===== config.mk =====
export PLATFORM = sky130hd
export DESIGN_NAME = rand_pq_stim
export DESIGN_NICKNAME = d
export VERILOG_FILES = /design/src/rtl/rand_pq_pkg.sv /design/src/rtl/pq_order_chk.sv /design/src/rtl/rand_pq_stim.sv
export SDC_FILE = /design/constraint.sdc
export NUM_CORES = 1
export LEC_CHECK = 0
export BUFFER_PORTS_ARGS = -buffer_cell sky130_fd_sc_hd__buf_2
export CORE_MARGIN = 4
export CORE_UTILIZATION = 47
export CTS_CLUSTER_SIZE = 12
export DETAILED_ROUTE_END_ITERATION = 12
export PLACE_DENSITY = 0.78
export SYNTH_ARGS = -nofsm -noshare
export SYNTH_HDL_FRONTEND = slang
export SYNTH_SLANG_ARGS = --single-unit

===== constraint.sdc =====
create_clock -name clk -period 6.1 [get_ports clk]
set_input_delay 1.22 -clock clk [delete_from_list [all_inputs] [get_ports clk]]
set_output_delay 1.22 -clock clk [all_outputs]
set_load 0.01 [all_outputs]

===== src/rtl/rand_pq_pkg.sv =====
// rand_pq_pkg: shared types and constants for the LFSR-driven priority-queue stimulus block.
// Contents: FSM state enum, key/LFSR widths, key and counter types, saturating increment.
// Used by rand_pq_stim and pq_order_chk via import rand_pq_pkg::*.
package rand_pq_pkg;

  localparam int LFSR_W = 8;
  localparam int KEY_W  = 2 * LFSR_W;
  localparam int CNT_W  = 8;

  typedef logic [KEY_W-1:0] key_t;
  typedef logic [CNT_W-1:0] cnt_t;

  typedef enum logic [2:0] {
    IDLE,
    GEN_HI,
    GEN_LO,
    ENQ,
    DRAIN,
    CHECK,
    DONE
  } state_t;

  // Counters stick at all-ones instead of wrapping back to zero.
  function automatic cnt_t sat_inc(input cnt_t c);
    return (c == '1) ? c : c + cnt_t'(1);
  endfunction

endpackage


===== src/rtl/pq_order_chk.sv =====
// pq_order_chk: tracks the previously dequeued key and flags any key larger than its predecessor.
// Latency: order_err_o rises on the clock edge that samples the offending key; sticky until clr_i or rst.
// Backpressure: none; samples only when smp_i is high.
// Ports: clk, rst (async, active high), clr_i (start of run), smp_i (key_i valid), key_i, order_err_o.
module pq_order_chk
  import rand_pq_pkg::*;
(
  input  logic             clk,
  input  logic             rst,
  input  logic             clr_i,
  input  logic             smp_i,
  input  logic [KEY_W-1:0] key_i,
  output logic             order_err_o
);

  key_t prev_q;
  logic prev_vld_q;
  logic err_q;

  always_ff @(posedge clk or posedge rst) begin
    if (rst) begin
      prev_q     <= '0;
      prev_vld_q <= 1'b0;
      err_q      <= 1'b0;
    end else if (clr_i) begin
      prev_q     <= '0;
      prev_vld_q <= 1'b0;
      err_q      <= 1'b0;
    end else if (smp_i) begin
      // The first key of a run has no predecessor; equal keys are legal.
      if (prev_vld_q && (key_i > prev_q)) begin
        err_q <= 1'b1;
      end
      prev_q     <= key_i;
      prev_vld_q <= 1'b1;
    end
  end

  assign order_err_o = err_q;

endmodule


===== src/rtl/rand_pq_stim.sv =====
// rand_pq_stim: packs two LFSR bytes per key, enqueues NUM_OPS keys into a max-first PQ, drains and checks order.
// Latency: at least 3 cycles per enqueue (GEN_HI, GEN_LO, ENQ) and 2 per dequeue (DRAIN, CHECK).
// Backpressure: enq/deq fire only with pq_ready; while waiting key_in holds and the LFSR is frozen.
// Ports: clk, rst (async, active high), start; lfsr_q in / lfsr_enb out; pq_ready, pq_full, pq_empty,
//        pq_key_out in; enq, deq, key_in out; status busy, done, order_err, enq_count, deq_count.
module rand_pq_stim #(
  parameter int NUM_OPS = 16,  // 1..255
  parameter int KEY_W   = 16   // must stay 2 x LFSR width
) (
  input  logic                           clk,
  input  logic                           rst,
  input  logic                           start,
  input  logic [rand_pq_pkg::LFSR_W-1:0] lfsr_q,
  output logic                           lfsr_enb,
  input  logic                           pq_ready,
  input  logic                           pq_full,
  input  logic                           pq_empty,
  input  logic [KEY_W-1:0]               pq_key_out,
  output logic                           enq,
  output logic                           deq,
  output logic [KEY_W-1:0]               key_in,
  output logic                           busy,
  output logic                           done,
  output logic                           order_err,
  output logic [7:0]                     enq_count,
  output logic [7:0]                     deq_count
);

  import rand_pq_pkg::*;

  localparam cnt_t NUM_OPS_C = cnt_t'(NUM_OPS);

  state_t state_q;
  key_t   key_q;
  cnt_t   enq_cnt_q;
  cnt_t   deq_cnt_q;
  logic   busy_q;
  logic   done_q;

  logic   start_acc;
  logic   enq_fire;
  logic   deq_fire;
  cnt_t   enq_cnt_d;
  cnt_t   deq_cnt_d;

  // A start is honoured only when no run is in flight.
  assign start_acc = start && ((state_q == IDLE) || (state_q == DONE));

  // Full/empty take priority over ready so no op is issued to a PQ that cannot take it.
  assign enq_fire  = (state_q == ENQ)   && !pq_full  && pq_ready;
  assign deq_fire  = (state_q == DRAIN) && !pq_empty && pq_ready;

  assign enq_cnt_d = sat_inc(enq_cnt_q);
  assign deq_cnt_d = sat_inc(deq_cnt_q);

  always_ff @(posedge clk or posedge rst) begin
    if (rst) begin
      state_q   <= IDLE;
      key_q     <= '0;
      enq_cnt_q <= '0;
      deq_cnt_q <= '0;
      busy_q    <= 1'b0;
      done_q    <= 1'b0;
    end else begin
      case (state_q)
        IDLE, DONE: begin
          if (start_acc) begin
            state_q   <= GEN_HI;
            enq_cnt_q <= '0;
            deq_cnt_q <= '0;
            busy_q    <= 1'b1;
            done_q    <= 1'b0;
          end
        end

        GEN_HI: begin
          key_q[KEY_W-1:LFSR_W] <= lfsr_q;
          state_q               <= GEN_LO;
        end

        // The LFSR advanced on the GEN_HI edge, so this is the next state of the sequence.
        GEN_LO: begin
          key_q[LFSR_W-1:0] <= lfsr_q;
          state_q           <= ENQ;
        end

        ENQ: begin
          if (pq_full) begin
            // Running out of PQ space just ends loading early; not an error.
            state_q <= DRAIN;
          end else if (pq_ready) begin
            enq_cnt_q <= enq_cnt_d;
            state_q   <= (enq_cnt_d == NUM_OPS_C) ? DRAIN : GEN_HI;
          end
        end

        DRAIN: begin
          if (pq_empty) begin
            state_q <= DONE;
            busy_q  <= 1'b0;
            done_q  <= 1'b1;
          end else if (pq_ready) begin
            deq_cnt_q <= deq_cnt_d;
            state_q   <= CHECK;
          end
        end

        // pq_key_out is valid here; the order checker samples it on this edge.
        CHECK: begin
          state_q <= DRAIN;
        end

        default: begin
          state_q <= IDLE;
          busy_q  <= 1'b0;
          done_q  <= 1'b0;
        end
      endcase
    end
  end

  pq_order_chk u_order_chk (
    .clk         (clk),
    .rst         (rst),
    .clr_i       (start_acc),
    .smp_i       (state_q == CHECK),
    .key_i       (pq_key_out),
    .order_err_o (order_err)
  );

  // Strobes are decoded from the registered state so they line up with the PQ's pq_ready cycle.
  assign lfsr_enb  = (state_q == GEN_HI) || (state_q == GEN_LO);
  assign enq       = enq_fire;
  assign deq       = deq_fire;
  assign key_in    = key_q;
  assign busy      = busy_q;
  assign done      = done_q;
  assign enq_count = enq_cnt_q;
  assign deq_count = deq_cnt_q;

  enq_deq_excl_a : assert property (@(posedge clk) disable iff (rst) !(enq && deq));

endmodule


-- Yosys cells after proc, flatten, opt, wreduce, memory -nomap -nowiden
Cells that the tools add are included.
- flip-flop bits (word level): 55
- output and inout bits: 38
- bits of input ports: 30
- word-level logic and storage cells: 83
- equal/unequal tests: 18
- add/subtract/negate cells: 2
- bitwise logic cells: 1
- muxes and demuxes: 29
- reductions and logical operators: 22
- order comparisons: 1
- operators by type and width (cell ; number):
    8-bit 2-to-1 mux ; 7
    16-bit 2-to-1 mux ; 2
    8-bit case mux with 2 select lines ; 2
    3-bit 2-to-1 mux ; 6
    3-bit case mux with 6 select lines ; 1
    8-bit by 1-bit adder with 8-bit output, second input constant ; 2
    8-bit == test, second input constant ; 2
    16-bit greater-than comparator ; 1
    2-bit inequality test, second input constant ; 7
    3-bit == test, second input constant ; 3
    1-bit 2-to-1 mux ; 9
    8-bit by 5-bit == test with 1-bit output, second input constant ; 1
    2-bit nonzero test ; 4
    3-bit by 2-bit == test with 1-bit output, second input constant ; 2
    1-bit logical AND ; 6
    3-bit inequality test, second input constant ; 2
    1-bit case mux with 3 select lines ; 2
    3-bit AND reduction ; 2
    5-bit AND reduction ; 1
    4-bit AND reduction ; 1
    4-bit OR reduction ; 1
    3-bit by 1-bit == test with 1-bit output, second input constant ; 1
    3-bit logical NOT ; 1
    1-bit logical NOT ; 2
    other kinds (4) ; 5

-- Logic depth before layout (Yosys ltp)
- word-level depth: 7
- gate-level depth with buffers: 7
- mapped depth without buffers: 7

-- By module
Synthesis repeated with hierarchy kept, for this count alone.
- cells, all modules: 331
- area, all modules: 3253.1 sq um
- by module, submodules not included (module ; instances ; cells each ; area each (sq um) ; seq. area each (sq um)):
    rand_pq_stim ; 1 ; 215 ; 2119.5 ; 925.9
    pq_order_chk ; 1 ; 116 ; 1133.6 ; 450.4

-- Worst setup path after synthesis
Ideal clock, no wire load.
- path type: in2out
- start: input port pq_full
- end: output port enq
- required time: 4.880 ns
- data arrival time: 1.827 ns
- buffers on the path: 0
- path slack: 3.053 ns
- stages: 2
- cell sequence: nor4bb_1 > and2_1
- cells in the longest elaborated chain, start to end: 3
- RTL lines (what ; RTL line ; RTL):
    start, declared ; rand_pq_stim.sv:16 ; input logic pq_full,
    1-bit logical NOT ; rand_pq_stim.sv:50 ; assign enq_fire = (state_q == ENQ) && !pq_full && pq_ready;
    1-bit logical AND (2 in series) ; rand_pq_stim.sv:50 ;
    end, declared ; rand_pq_stim.sv:19 ; output logic enq,
No other way between the ends.

-- Worst setup path in the final report
- start: register state_q[0]
- end: output port lfsr_enb
- cells in the longest elaborated chain, start to end: 2
- elaborated cells between the ends (all ways): 3
- classes of those cells: 2 x eq/ne; 1 x reduce/logical
- RTL lines (what ; RTL line ; RTL):
    start, declared ; rand_pq_stim.sv:33 ; state_t state_q;
    start signal, assigned ; rand_pq_stim.sv:93 ; state_q <= (enq_cnt_d == NUM_OPS_C) ? DRAIN : GEN_HI;
    3-bit by 1-bit == test with 1-bit output or 3-bit by 2-bit == test with 1-bit output (tied branches) ; rand_pq_stim.sv:132 ; assign lfsr_enb = (state_q == GEN_HI) || (state_q == GEN_LO);
    1-bit logical OR * ; rand_pq_stim.sv:132 ;
    end, declared ; rand_pq_stim.sv:14 ; output logic lfsr_enb,
Every way passes the cells marked *; elsewhere a longest branch is shown, timed or not.

==> results_dict.tcl <==
set metrics [dict create \
    outcome "completed" \
    fmax_mhz 280 \
    rr_endpoint "deq_count[7]" \
    dpl.hpwl_mm 4.82 \
    slew_headroom_pct 52.8 \
    io_pins 68 \
    hold_path_depth 1 \
    antenna_found_initial 0 \
    grt_pass1_wl_mm 10.7 \
    synth_top_family_by_area "compound AO/OA/AOI/OAI gates" \
    synth.top_cell.area_share_pct 44.8 \
    drt_pass1_iterations 4 \
    ys_seq_area_share_pct 44.8 \
    r2r_start "state_q[2]" \
    yosysUniqueCellTypes 50 \
    cts_max_path_buffers 2 \
    powerDensity_mw_per_mm2 399 \
    yosys.area.top_type "dfrtp_1" \
    synth_nets 373 \
    fillCellCount 593 \
    regArea_sq_mm 0.00138 \
    grt_max_degree 30 \
    clkTransAtPathRegs_ns 0.10 \
    max_slew.worst_pin.slew_ns 0.704 \
    ys_seq_elements 55 \
    period_minus_slack_ns 3.58 \
    chipWidth_microns 88.9 \
    async_reset_ff_share_pct 100 \
    grt_use_total_pct 16.9 \
    syn_area_sq_mm 0.00308 \
    setup_viol 0 \
    worst-setup-path-type "register to primary output" \
    synth_compound_area_share_pct 18.8 \
    p_sw_share_pct 39.2 \
    post_cts_buffers 0 \
    cts.sink_count 55 \
    whs_endpoint "key_in[5]" \
    power.leakage_uw 0.00163 \
    crit_arrival_ns 2.36 \
    insertion_delay_ns 0.31 \
    coreArea_sq_mm 0.00635 \
    finish.instance_area_sq_mm 0.00355 \
    drc 0 \
    die_y_microns 88.9 \
    cts_resized 0 \
    synth_mux_area_share_pct 6.18 \
    grt_pass1_vias 2328 \
    p_switching_uw 556 \
    yosys_warnings 0 \
    required_ns 4.88 \
    slowest_delay_ns 0.68 \
    yosys.area_share.simple_pct 18.0 \
    synthToLayoutAreaGrowth_pct 15.5 \
    cts_buffers 5 \
    syn_inst 325 \
    cts_root_buffer "clkbuf_8" \
    wire_per_inst_microns 14.1 \
    placed_cells 455 \
    rows 29 \
    tns_ns 0 \
    cts_tree "built" \
    finalMaxSlewViolations 0 \
    finalNonFillerCells 463 \
    portBuffers 67 \
    power_frac_comb_pct 43.3 \
    postRouteAntennaNets 0 \
    path_max_fanout 18 \
    critical_path_buf_inv_count 2 \
    ir_drop_uv 248 \
    fin_crit_sh_pct 58.6 \
    rsz0062_at_grt "false" \
    vias 2580 \
    start_util_pct 48.4 \
    htreeDepth 2 \
    avgSynthCellArea_sq_um 9.46 \
    synth_fa_ha_area_share_pct 7.32 \
    cts.hold.buffers_added 0 \
    crit_slowest_cell "dfrtp_1" \
    r2r_setup_slack_ns 3.73 \
    crit_path_end_kind "primary output" \
    grt-ovfl-total 0 \
    path_delay_family "simple AND/OR/NAND/NOR gates" \
    clock_skew_ns 0.00618 \
    multi_input_area_sq_mm 0.00155 \
    final_hold_viol_count 0 \
    hold_class "register to register" \
    ff2ff_path_depth 5 \
    drv_cap 0 \
    n_antenna_cell 0 \
    nets 433 \
    gp_congestion 0.900 \
    hp-start "key_in[5]" \
    seqPwrFrac_pct 42.3 \
    cp-start-kind "register" \
    synth_edf_count 0 \
    dpl-instance-area_sq_mm 0.00346 \
    dieArea_sq_mm 0.00790 \
    p_clk_share_pct 14.4 \
    intPower_uw 863 \
    routed_wl_mm 6.52 \
    yosys-top-cells-area "dfrtp_1, ha_1, mux2_2, nand2_1, a21oi_1" \
    drive_above_1_share_pct 26.4 \
    avgViaCountPerCell 5.57 \
    synth-xor-area-share_pct 0 \
    drtIter0Drc 113 \
    crit_chain "clkinv_1 > nor3_2 > or2_2 > buf_2" \
    synth_flop_cell "dfrtp_1" \
]
routing by layer:
| metal | share of wire [%] | GRT usage [%] |
|---|---|---|
| met4 | 0.81 | 3.71 |
| met1 | 46 | 23.1 |
| met5 | 0 | 0 |
| met3 | 4.7 | 2.95 |
| met2 | 48 | 28.1 |
cell families after synthesis:
family / Yosys count
AOI/OAI and AO/OA: 91
adders and majority gates: 18
buffers and inverters: 38
DFF: 55
muxes: 17
and+or+nand+nor: 106
layout make-up:
type | count | share of cell area [%]
clock inverters | 3 | 0.634
multi-input cells | 232 | 43.7
well taps | 77 | 2.71
inverters | 21 | 2.22
repair buffers | 70 | 10.1
clock buffers | 5 | 1.94
flip-flops and latches | 55 | 38.7
synthesized netlist by cell type (all sizes together), types with 5 or more instances:
master   n
a21oi   32
buf      6
clkbuf  11
dfrtp   55
ha      18
inv     20
mux2    16
nand2   43
nand4    8
nor2    13
nor2b    6
nor3b    6
o21ai   18
o31ai   14
or4      5
cells in the final DEF, fill, tap and decap left out, types with 3 or more instances in the layout:
master / netlist / final
buf_2: 5 / 67
dfrtp_1: 55 / 55
nand2_1: 43 / 43
a21oi_1: 32 / 32
inv_1: 20 / 19
o21ai_0: 18 / 18
ha_1: 18 / 18
mux2_2: 16 / 16
o31ai_1: 14 / 14
nor2_1: 13 / 13
nand4_1: 8 / 8
nor2b_1: 5 / 5
nor3b_1: 5 / 5
or4_1: 5 / 5
clkbuf_8: 0 / 5
and2_1: 4 / 4
nand3_1: 4 / 4
a31oi_1: 4 / 4
nor3_1: 3 / 3
or3_1: 3 / 3
buf_4: 1 / 3
worst max-delay path by stage:
stage	cells past startpoint	end	from	slack [ns]
2_1_floorplan	2	enq	pq_full	3.05
3_3_place_gp	4	enq	pq_full	2.79
3_5_place_dp	4	enq	pq_full	2.77
4_1_cts	4	lfsr_enb	state_q[0]	2.54
5_1_grt	4	lfsr_enb	state_q[0]	2.33
6_report	4	lfsr_enb	state_q[0]	2.52
flip-flops by register name, summed over array words and instances (netlist names):
register,cells
busy,1
u_order_chk.prev_vld_q,1
enq_count,8
u_order_chk.prev_q,16
deq_count,8
key_in,16
u_order_chk.order_err_o,1
done,1
state_q,3
power by group through the flow:
stage	Clock [uW]	Sequential, uW	Combinational, uW
floorplan	0	592	454
global placement	0	600	604
detailed placement	0	608	620
CTS	214	600	622
global route	228	620	696
finish	205	600	614
per-stage QoR:
stage	hold WS, ns	setup WS (ns)	power [uW]	util, %
2_1_floorplan	0.446	3.05	1050	-
3_5_place_dp	0.486	2.77	1230	54.5
5_1_grt	0.519	2.33	1540	56.0
3_3_place_gp	0.472	2.79	1200	54.5
4_1_cts	0.511	2.54	1440	56.0
6_report	0.511	2.52	1420	56.0
Power figures use the tool's default switching activity.
